[src/rtl/temporal2binary.sv]
// temporal2binary: converts rising-edge temporal-coded spikes into binary
// arrival times, one frame per gamma cycle. The phase counter runs while en
// is high, and each wrap closes a frame. The first rising edge per channel
// is time-stamped with the current phase. A closed frame goes to a
// valid/ready output register.
//
// Output handshake: a frame is held on times/spiked while out_valid=1. The
// frame is transferred on an aclk edge where out_valid=1 and out_ready=1.
// While out_valid=1 and out_ready=0, times/spiked do not change. out_ready
// is ignored while out_valid=0. If a frame closes while the held frame has
// not been accepted, the new frame is dropped and overrun latches.
module temporal2binary #(
    parameter int GAMMA_CYCLE_WIDTH = 16,
    parameter int NUM_INPUTS        = 16,
    parameter int VALUE_WIDTH       = $clog2(GAMMA_CYCLE_WIDTH)
) (
    input  logic                              aclk,
    input  logic                              grst,
    input  logic                              en,
    input  logic [NUM_INPUTS-1:0]             inputs,
    output logic [VALUE_WIDTH-1:0]            phase,
    output logic [NUM_INPUTS*VALUE_WIDTH-1:0] times,
    output logic [NUM_INPUTS-1:0]             spiked,
    output logic                              out_valid,
    input  logic                              out_ready,
    output logic                              overrun
);

    localparam logic [VALUE_WIDTH-1:0] LAST_PHASE = VALUE_WIDTH'(GAMMA_CYCLE_WIDTH - 1);

    // Capture state for the frame in progress
    logic [NUM_INPUTS-1:0]             prev_in;   // samples taken at the previous edge of this frame
    logic [NUM_INPUTS-1:0]             fired;     // channel already has its first event this frame
    logic [VALUE_WIDTH-1:0]            cap_time [NUM_INPUTS];

    // Combinational view of the current edge
    logic                              frame_close;
    logic [NUM_INPUTS-1:0]             event_hit;
    logic [NUM_INPUTS-1:0]             result_spiked;
    logic [NUM_INPUTS*VALUE_WIDTH-1:0] result_times;
    logic                              load_result;

    assign frame_close = en && (phase == LAST_PHASE);

    // Per-channel first-event detection, and the frame result including this edge's samples
    always_comb begin
        event_hit     = '0;
        result_spiked = '0;
        result_times  = '0;
        for (int i = 0; i < NUM_INPUTS; i++) begin
            // At phase 0 a high level counts as an edge, so a channel held
            // across the boundary fires at time 0 of the new frame.
            event_hit[i] = inputs[i] && ((phase == '0) || !prev_in[i]) && !fired[i];
            result_spiked[i] = fired[i] || event_hit[i];
            if (fired[i]) begin
                result_times[i*VALUE_WIDTH +: VALUE_WIDTH] = cap_time[i];
            end else if (event_hit[i]) begin
                result_times[i*VALUE_WIDTH +: VALUE_WIDTH] = phase;
            end
        end
    end

    // A closed frame is accepted if the output slot is free or being drained on this edge
    assign load_result = frame_close && (!out_valid || out_ready);

    // Gamma phase counter: runs with en, wraps at the end of each gamma cycle, parks at 0 otherwise
    always_ff @(posedge aclk or posedge grst) begin
        if (grst) begin
            phase <= '0;
        end else if (!en) begin
            phase <= '0;
        end else if (phase == LAST_PHASE) begin
            phase <= '0;
        end else begin
            phase <= phase + 1'b1;
        end
    end

    // Capture state: records first events, cleared on frame close and whenever en is low
    always_ff @(posedge aclk or posedge grst) begin
        if (grst) begin
            prev_in <= '0;
            fired   <= '0;
            for (int i = 0; i < NUM_INPUTS; i++) begin
                cap_time[i] <= '0;
            end
        end else if (!en || frame_close) begin
            // The closing edge's samples are already folded into the result,
            // and the next frame starts at phase 0 where prev_in is not used.
            prev_in <= '0;
            fired   <= '0;
            for (int i = 0; i < NUM_INPUTS; i++) begin
                cap_time[i] <= '0;
            end
        end else begin
            prev_in <= inputs;
            for (int i = 0; i < NUM_INPUTS; i++) begin
                if (event_hit[i]) begin
                    fired[i]    <= 1'b1;
                    cap_time[i] <= phase;
                end
            end
        end
    end

    // Output register: load on accepted close, drain on handshake, hold otherwise
    always_ff @(posedge aclk or posedge grst) begin
        if (grst) begin
            times     <= '0;
            spiked    <= '0;
            out_valid <= 1'b0;
        end else if (load_result) begin
            times     <= result_times;
            spiked    <= result_spiked;
            out_valid <= 1'b1;
        end else if (out_valid && out_ready) begin
            out_valid <= 1'b0;
        end
    end

    // Sticky overrun: a closed frame found the held frame still unaccepted
    always_ff @(posedge aclk or posedge grst) begin
        if (grst) begin
            overrun <= 1'b0;
        end else if (frame_close && out_valid && !out_ready) begin
            overrun <= 1'b1;
        end
    end

endmodule

[config.mk]
export PLATFORM = sky130hd
export DESIGN_NAME = temporal2binary
export DESIGN_NICKNAME = d
export VERILOG_FILES = /design/src/rtl/temporal2binary.sv
export SDC_FILE = /design/constraint.sdc
export NUM_CORES = 1
export LEC_CHECK = 0
export ABC_AREA = 1
export CAP_MARGIN = 30
export CORE_AREA = 5 5 172 174
export CTS_CLUSTER_DIAMETER = 50
export DETAILED_ROUTE_END_ITERATION = 12
export DIE_AREA = 0 0 177 179
export GPL_TIMING_DRIVEN = 0
export SETUP_SLACK_MARGIN = 0.05
export SLEW_MARGIN = 30
export SYNTH_ARGS = -nofsm -noshare
export SYNTH_HDL_FRONTEND = slang
export SYNTH_SLANG_ARGS = --single-unit
[constraint.sdc]
create_clock -name aclk -period 10.6 [get_ports aclk]
set_input_delay 2.12 -clock aclk [delete_from_list [all_inputs] [get_ports aclk]]
set_output_delay 2.12 -clock aclk [all_outputs]
set_load 0.005 [all_outputs]
==> flow_summary_export.csv, run 1 <==
group,metric,value,unit
status,status,"completed",
worst_setup_path,cpMostUsedCell,"nand2_1",
route,wirelength,25.2,mm
place,gp_congestion,0.813,
logic_synthesis,ys_seq_area_share,55.2,%
timing,tns,0,ps
route,drtPass1Iterations,5,
cells_and_area,fin_cells,1528,
place,hpwl,17.2,mm
global_routing,grtUsageTotal,16.1,%
power_and_ir_drop,p_leak,5.55,nW
route,wire_per_inst,16.5,um
clocking,ctsResizeCount,0,
worst_setup_path,cp-end-kind,"flop",
power_and_ir_drop,irDropWorstVdd,107,uV
clocking,tritoncts,"done",
logic_synthesis,synth.distinct_cells,21,
route,antenna_left,0,
logic_synthesis,synth_area_leader_cell,"dfrtp_1",
route,via_per_inst,4.72,
timing,slew_viol_final,0,
clocking,cts_hold_buffers,0,
logic_synthesis,synth_warnings,0,
clocking,clkSinkCount,182,
logic_synthesis,synth_edf_count,0,
power_and_ir_drop,powerDensity,158,nW/um^2
place,port_buffers,105,
logic_synthesis,synth.area.top_cells,"dfrtp_1, nand2_1, nand4_1",
global_routing,grt_pass1_vias,6720,
die,ios,106,
route,drcViolationCount,0,
timing,setup_viol,0,
timing,finalWorstPathRequiredPeriod,3660,ps
worst_setup_path,worst-endpoint-required,10970,ps
die,core_area,27600,um^2
cells_and_area,n_fill_cell,2886,
worst_setup_path,crit_path_start_kind,"primary input",
worst_setup_path,cp.arrival,4040,ps
worst_setup_path,critPathSlowestCell,"clkdlybuf4s50_1",
cells_and_area,num_antenna_cells,0,
die,dieArea,31700,um^2
logic_synthesis,async_reset_ff_share,100,%
worst_setup_path,cp_cell_sequence,"clkdlybuf4s50_1 > nand2_2 > nor2_1 > buf_2 > nand2_1 > nand2_1",
clocking,cts_setup_buffers,0,
die,initial_core_util,29.8,%
global_routing,grt_max_degree,83,
logic_synthesis,ys_top_cells_by_count,"nand2_1, dfrtp_1, nor2_1",
global_routing,grt_first_pass_wirelength,38.8,mm
clocking,clock-root-buffer,"clkbuf_16",
place,dp.cells,1496,
timing,worst_slew_margin_rel,35.2,%
worst_setup_path,slowest_delay,580,ps
logic_synthesis,syn_area,8240,um^2
logic_synthesis,synth_most_common_cell,"nand2_1",
logic_synthesis,syn_nets,1033,
timing,tightest_slew,973,ps
global_routing,antenna_found_initial,1,
logic_synthesis,ys_ff_latch,182,
job,cap_violations,0,
logic_synthesis,yosysTopAreaCellShare,55.2,%
route,drt_iter0_drc,661,
power_and_ir_drop,power,1.66,mW
cells_and_area,nNetsFinal,1159,
hold_path,hp-class,"flop to flop",
clocking,cts.path.max_buffers,2,
clocking,htreeDepth,4,
timing,worst_hold_slack,472,ps
cells_and_area,final_layout_size_suffix_gt1_share,7.65,%
timing,maxClockFrequency,273,MHz
timing,fin_crit_sh,34.6,%
timing,clock_skew,12.9,ps
clocking,clkLatencyLatePin,440,ps
die,die-height,179,um
die,die_x,177,um
worst_setup_path,rrSetupSlack,8320,ps
logic_synthesis,syn_avg_cell_area,8.15,um^2
global_routing,gr-total-overflow,0,
logic_synthesis,synthFlopType,"dfrtp_1",
worst_setup_path,worstPathMaxFanout,10,
route,vias,7219,
die,rows,61,
place,placed_cell_area,9830,um^2
timing,rsz0062_at_grt,"false",
clocking,path_clk_slew,70,ps
logic_synthesis,synthCells,1011,
cells_and_area,final_area,10500,um^2
clocking,cts_buffers,17,
cells_and_area,area_growth,27.4,%
worst_setup_path,critPathKind,"primary input to flop",
timing,hold_viol_final,0,
==> critical path, delay by kind of cell <==
family	cells	cell delay (ps)
buffers and inverters	2	1000
AND/OR/NAND/NOR	4	910
==> routing by layer <==
metal,track usage [%],vias to the layer above,part of all wire [%]
met5,0,-,0.048
met4,4.35,2,1.7
met3,4.68,34,6.4
met2,24.8,209,46
met1,22.1,3495,46
li1,-,3479,-
==> final cells by class <==
class                   count  area, um^2  area share, %
repair buffers            107        1110           10.5
well taps                 378         473           4.50
clock buffers              22         484           4.61
multi-input cells         696        3140           29.9
flip-flops and latches    182        4550           43.3
plain buffers              40         198           1.88
clock inverters            10         191           1.82
inverters                  93         357           3.39
==> through the flow <==
step	setup slack [ps]	utilization, %
after floorplan	3540	-
after global placement	849	35.4
after detailed placement	6470	35.6
after CTS	6930	38.0
after global routing	6730	38.0
final	6940	38.0
==> kinds of logic (layout without fill, tap and decap cells) <==
group / count (synthesis) / count (layout) / synth area share [%]
fa+ha+maj: 2 / 2 / 0.303
compound gates: 68 / 68 / 4.16
simple gates: 626 / 626 / 33.7
buf+inv: 133 / 272 / 6.63
flops: 182 / 182 / 55.2
==> worst paths after layout <==
| path | startpoint | endpoint | cells after the start |
|---|---|---|---|
| worst max register to register | phase[0] | spiked[2] | 8 |
| max in group asynchronous | grst | cap_time[9] | 4 |
| worst max-delay path | en | cap_time[30] | 6 |
| worst min register to register | overrun | overrun | 1 |
| worst min-delay path | overrun | overrun | 1 |
| min in group asynchronous | grst | spiked[4] | 2 |
==> layout by cell type (no fill, tap or decap), drive strengths merged <==
| cell | instances |
|---|---|
| dfrtp | 182 |
| clkinv | 3 |
| bufinv | 5 |
| clkdlybuf4s50 | 105 |
| inv | 94 |
| o21ai | 18 |
| buf | 25 |
| clkinvlp | 1 |
| a21o | 1 |
| nor2 | 105 |
| nand4 | 64 |
| ha | 2 |
| a21oi | 49 |
| nand2 | 375 |
| nand3 | 82 |
| clkbuf | 39 |
==> state kept, by name, indices dropped and copies added (netlist names) <==
signal     flops
cap_time      64
fired         16
out_valid      1
overrun        1
phase          4
prev_in       16
spiked        16
times         64
==> where the power goes <==
part	leakage [nW]	total, mW	internal [mW]	switching [mW]
registers	2.42	0.755	0.729	0.0268
clock network	0.328	0.724	0.446	0.277
logic	2.80	0.177	0.0652	0.112
Note: power is estimated with default switching activity, not from simulation.
==> inputs of run 2 (changes only) <==
==> constraint.sdc (replaced) <==
create_clock -name aclk -period 3.35 [get_ports aclk]
set_input_delay 0.67 -clock aclk [delete_from_list [all_inputs] [get_ports aclk]]
set_output_delay 0.67 -clock aclk [all_outputs]
set_load 0.005 [all_outputs]
==> flow_summary_export.csv, run 2 (synthesized netlist as in run 1, its figures left out) <==
group,metric,value,unit
timing,tightest_slew,889,ps
timing,fin_crit_sh,68.7,%
worst_setup_path,cp.arrival,2680,ps
job,cap_violations,0,
power_and_ir_drop,p_clk_share,41.8,%
global_routing,grt_first_pass_wirelength,40.0,mm
die,die_x,177,um
status,status,"completed",
power_and_ir_drop,irDropWorstVdd,281,uV
hold_path,hp-class,"flop to flop",
route,antenna_left,0,
timing,clock_skew,14.3,ps
cells_and_area,final_area,10500,um^2
place,hpwl,17.6,mm
power_and_ir_drop,power,5.09,mW
global_routing,grtUsageTotal,16.4,%
route,drcViolationCount,0,
worst_setup_path,cp-end-kind,"flop",
timing,setup_viol,0,
timing,finalWorstPathRequiredPeriod,2300,ps
power_and_ir_drop,p_seq_share,46.9,%
die,dieArea,31700,um^2
cells_and_area,final_layout_size_suffix_gt1_share,8.05,%
clocking,clkLatencyLatePin,440,ps
timing,maxClockFrequency,435,MHz
worst_setup_path,worstPathMaxFanout,10,
cells_and_area,reg_top3,"cap_time x64, times x64",
cells_and_area,layout_commonest_cell,"nand2_1",
timing,tns,0,ps
timing,worst_hold_slack,472,ps
cells_and_area,area_growth,27.9,%
route,drt_iter0_drc,623,
timing,rsz0062_at_grt,"false",
cells_and_area,utilization,38.2,%
cells_and_area,layout_common_cells,"nand2_1, dfrtp_1, nor2_1, clkdlybuf4s50_1, inv_1",
clocking,htreeDepth,4,
route,wire_per_inst,16.6,um
clocking,clkSinkCount,182,
clocking,ctsResizeCount,0,
power_and_ir_drop,p_leak,5.56,nW
clocking,clock-root-buffer,"clkbuf_16",
clocking,cts_buffers,17,
global_routing,antenna_found_initial,1,
global_routing,grt_max_degree,30,
worst_setup_path,crit_path_start_kind,"primary input",
die,core_area,27600,um^2
cells_and_area,n_fill_cell,2868,
die,die-height,179,um
place,placed_cell_area,9930,um^2
power_and_ir_drop,swShare,26.8,%
place,port_buffers,105,
power_and_ir_drop,combPwrFrac,11.3,%
clocking,cts_hold_buffers,0,
worst_setup_path,critPathKind,"primary input to flop",
clocking,path_clk_slew,80,ps
timing,slew_viol_final,0,
die,initial_core_util,29.8,%
route,vias,7242,
power_and_ir_drop,p_sw,1.36,mW
clocking,tritoncts,"done",
timing,worst_slew_margin_rel,40.7,%
die,ios,106,
route,drtPass1Iterations,5,
clocking,cts_setup_buffers,0,
cells_and_area,num_antenna_cells,0,
route,wirelength,25.5,mm
clocking,cts.path.max_buffers,2,
cells_and_area,nNetsFinal,1164,
power_and_ir_drop,p_int,3.73,mW
power_and_ir_drop,powerDensity,483,nW/um^2
worst_setup_path,worst-endpoint-required,3730,ps
die,rows,61,
global_routing,grt_pass1_vias,6970,
route,via_per_inst,4.72,
place,gp_congestion,0.820,
timing,hold_viol_final,0,
global_routing,gr-total-overflow,0,
run 2: path summary, 6_finish.rpt:
check	startpoint	to	slack [ps]	depth (start not counted)
max	en	cap_time[4]	1050	6
min	overrun	overrun	470	1
max reg2reg	phase[0]	cap_time[4]	1170	7
min reg2reg	overrun	overrun	470	1
max in group asynchronous	grst	times[1]	1630	6
min in group asynchronous	grst	times[28]	650	2
run 2: cell type report:
type / instances / area (um^2) / area share [%]
clock inverters: 13 / 169 / 1.60
repair buffers: 112 / 1210 / 11.5
plain buffers: 40 / 198 / 1.87
well taps: 378 / 473 / 4.48
multi-input cells: 696 / 3140 / 29.8
flip-flops and latches: 182 / 4550 / 43.2
inverters: 93 / 353 / 3.35
clock buffers: 19 / 443 / 4.20
run 2: through the flow:
stage | setup slack [ps] | cells
floorplan | 343 | 1011
global placement | -1270 | 1494
detailed placement | 682 | 1501
CTS | 1120 | 1533
global route | 964 | 1533
finish | 1050 | 1533
run 2: worst max-delay path: stages:
cell and delay [ps]:
clkdlybuf4s50_1 600, nand2_2 210, nor2_1 580, buf_2 430, nand2_1 110, nand2_1 70
run 2: routing by layer:
layer / GRT usage [%] / up-vias / part of all wire, %
met1: 22.1 / 3484 / 44
met5: 0 / - / 0.035
met2: 26.7 / 227 / 47
met3: 3.46 / 35 / 6.7
met4: 5.09 / 2 / 2.1
li1: - / 3494 / -
run 2: power groups by stage:
stage / Clock (mW) / Combinational [mW] / Sequential [mW]
after global routing: 2.25 / 0.641 / 2.40
after detailed placement: 0 / 0.579 / 2.43
after CTS: 2.16 / 0.582 / 2.39
after floorplan: 0 / 0.305 / 2.41
after global placement: 0 / 0.547 / 2.43
final: 2.13 / 0.576 / 2.39
==> inputs of run 3 (changes only) <==
==> constraint.sdc (replaced) <==
create_clock -name aclk -period 2.02 [get_ports aclk]
set_input_delay 0.404 -clock aclk [delete_from_list [all_inputs] [get_ports aclk]]
set_output_delay 0.404 -clock aclk [all_outputs]
set_load 0.005 [all_outputs]
==> flow_summary_export.csv, run 3 (synthesized netlist as in run 1, its figures left out) <==
group,metric,value,unit
global_routing,antenna_found_initial,1,
route,drt_iter0_drc,660,
global_routing,gr-total-overflow,0,
die,die_x,177,um
job,cap_violations,0,
route,vias,7225,
clocking,cts_buffers,17,
die,die-height,179,um
die,core_area,27600,um^2
route,drtPass1Iterations,5,
clocking,tritoncts,"done",
worst_setup_path,startpoint,"phase[0]",
timing,worst_slew_margin_rel,37.9,%
timing,setup_viol,0,
power_and_ir_drop,powerDensity,798,nW/um^2
worst_setup_path,cp-end-kind,"flop",
worst_setup_path,worstReg2RegEnd,"cap_time[4]",
die,ios,106,
route,antenna_left,0,
clocking,clkLatencyLatePin,440,ps
clocking,clkSinkCount,182,
cells_and_area,layout_commonest_cell,"nand2_1",
worst_setup_path,endpoint,"cap_time[4]",
route,wirelength,25.5,mm
timing,maxClockFrequency,508,MHz
worst_setup_path,critPathKind,"flop to flop",
place,gp_congestion,0.820,
worst_setup_path,r2r_cells,7,
global_routing,grt_max_degree,30,
cells_and_area,utilization,38.4,%
timing,slew_viol_final,0,
worst_setup_path,crit_path_start_kind,"flop",
worst_setup_path,regToRegStartpoint,"phase[0]",
power_and_ir_drop,irDropWorstVdd,507,uV
worst_setup_path,worst-endpoint-required,2400,ps
timing,hold_viol_final,0,
die,rows,61,
clocking,path_clk_slew,80,ps
clocking,htreeDepth,4,
place,hpwl,17.6,mm
route,via_per_inst,4.71,
timing,worst_hold_slack,387,ps
timing,clock_skew,13.5,ps
place,port_buffers,105,
power_and_ir_drop,p_leak,5.59,nW
global_routing,grt_first_pass_wirelength,40.0,mm
worst_setup_path,rrSetupSlack,50,ps
clocking,cts_hold_buffers,0,
cells_and_area,reg_top3,"cap_time x64, times x64",
die,dieArea,31700,um^2
power_and_ir_drop,power,8.47,mW
cells_and_area,nNetsFinal,1164,
cells_and_area,final_layout_size_suffix_gt1_share,9.35,%
status,status,"completed",
worst_setup_path,worstPathMaxFanout,10,
timing,finalWorstPathRequiredPeriod,1970,ps
route,wire_per_inst,16.6,um
timing,fin_crit_sh,97.5,%
cells_and_area,layout_common_cells,"nand2_1, dfrtp_1, clkdlybuf4s50_1, nor2_1, inv_1",
hold_path,hp-class,"primary input to async pin",
die,initial_core_util,29.8,%
global_routing,grt_pass1_vias,6990,
cells_and_area,num_antenna_cells,0,
timing,rsz0062_at_grt,"true",
worst_setup_path,cp.arrival,2350,ps
timing,tns,0,ps
timing,tightest_slew,931,ps
route,drcViolationCount,0,
clocking,clock-root-buffer,"clkbuf_16",
global_routing,grtUsageTotal,16.4,%
cells_and_area,area_growth,28.8,%
clocking,cts.path.max_buffers,2,
[run 3: changes by cell type in the layout (fill, tap and decap cells not counted), moves of 2 or more]
cell / delta
a21oi_1: -2
a21oi_2: +2
buf_2: -6
buf_4: +2
clkbuf_1: -11
clkbuf_2: +8
clkbuf_4: +5
nor2_1: -4
nor2_2: +4
[run 3: worst min-delay path by stage]
| stage | startpoint | end | slack, ps | depth (start not counted) |
|---|---|---|---|---|
| 2_1_floorplan | overrun | overrun | 450 | 1 |
| 3_3_place_gp | overrun | overrun | 450 | 1 |
| 3_5_place_dp | overrun | overrun | 440 | 1 |
| 4_1_cts | grst | times[28] | 390 | 2 |
| 5_1_grt | grst | times[28] | 430 | 2 |
| 6_report | grst | times[28] | 390 | 2 |
[run 3: area by class of cell]
class	count	area [um^2]
fillers	2869	17000
flip-flops and latches	182	4550
multi-input cells	696	3170
repair buffers	112	1210
well taps	378	473
clock buffers	19	443
inverters	93	355
plain buffers	40	241
clock inverters	13	169
[run 3: stage by stage]
step                      area (um^2)  instances  setup WS, ps
after floorplan                  8250       1011          -721
after global placement           9770       1494         -2340
after detailed placement         9930       1501          -382
after CTS                       10600       1533         -73.0
after global routing            10600       1533         -51.7
final                           10600       1533          50.0
[run 3: critical path, cell delays in order, from the launching register on]
cell and delay [ps]:
dfrtp_1 400, ha_1 230, nand3_1 150, nand2_2 190, nor2_2 390, buf_2 380
nand2_1 110, nand2_1 70
[run 3: per-layer routing]
metal	up-vias	share of wire (%)	routed length, um	GRT usage (%)
met4	2	2.1	548	5.09
met5	-	0.035	9	0
met3	35	6.8	1740	3.46
li1	3497	-	-	-
met1	3471	44	11200	22.0
met2	220	47	12000	26.8
[run 3: repair_timing]
| action | 4_1_cts | 5_1_grt |
|---|---|---|
| pin swaps | 0 | 0 |
| setup buffers | 0 | 0 |
| cloned | 0 | 0 |
| resized for setup | 8 | 28 |
| setup endpoints to repair | 125 | 138 |
[run 3: power by group]
group | leakage [nW] | internal (mW) | switching (mW)
sequential | 2.42 | 3.82 | 0.142
combinational | 2.87 | 0.377 | 0.599
clock | 0.299 | 2.00 | 1.52
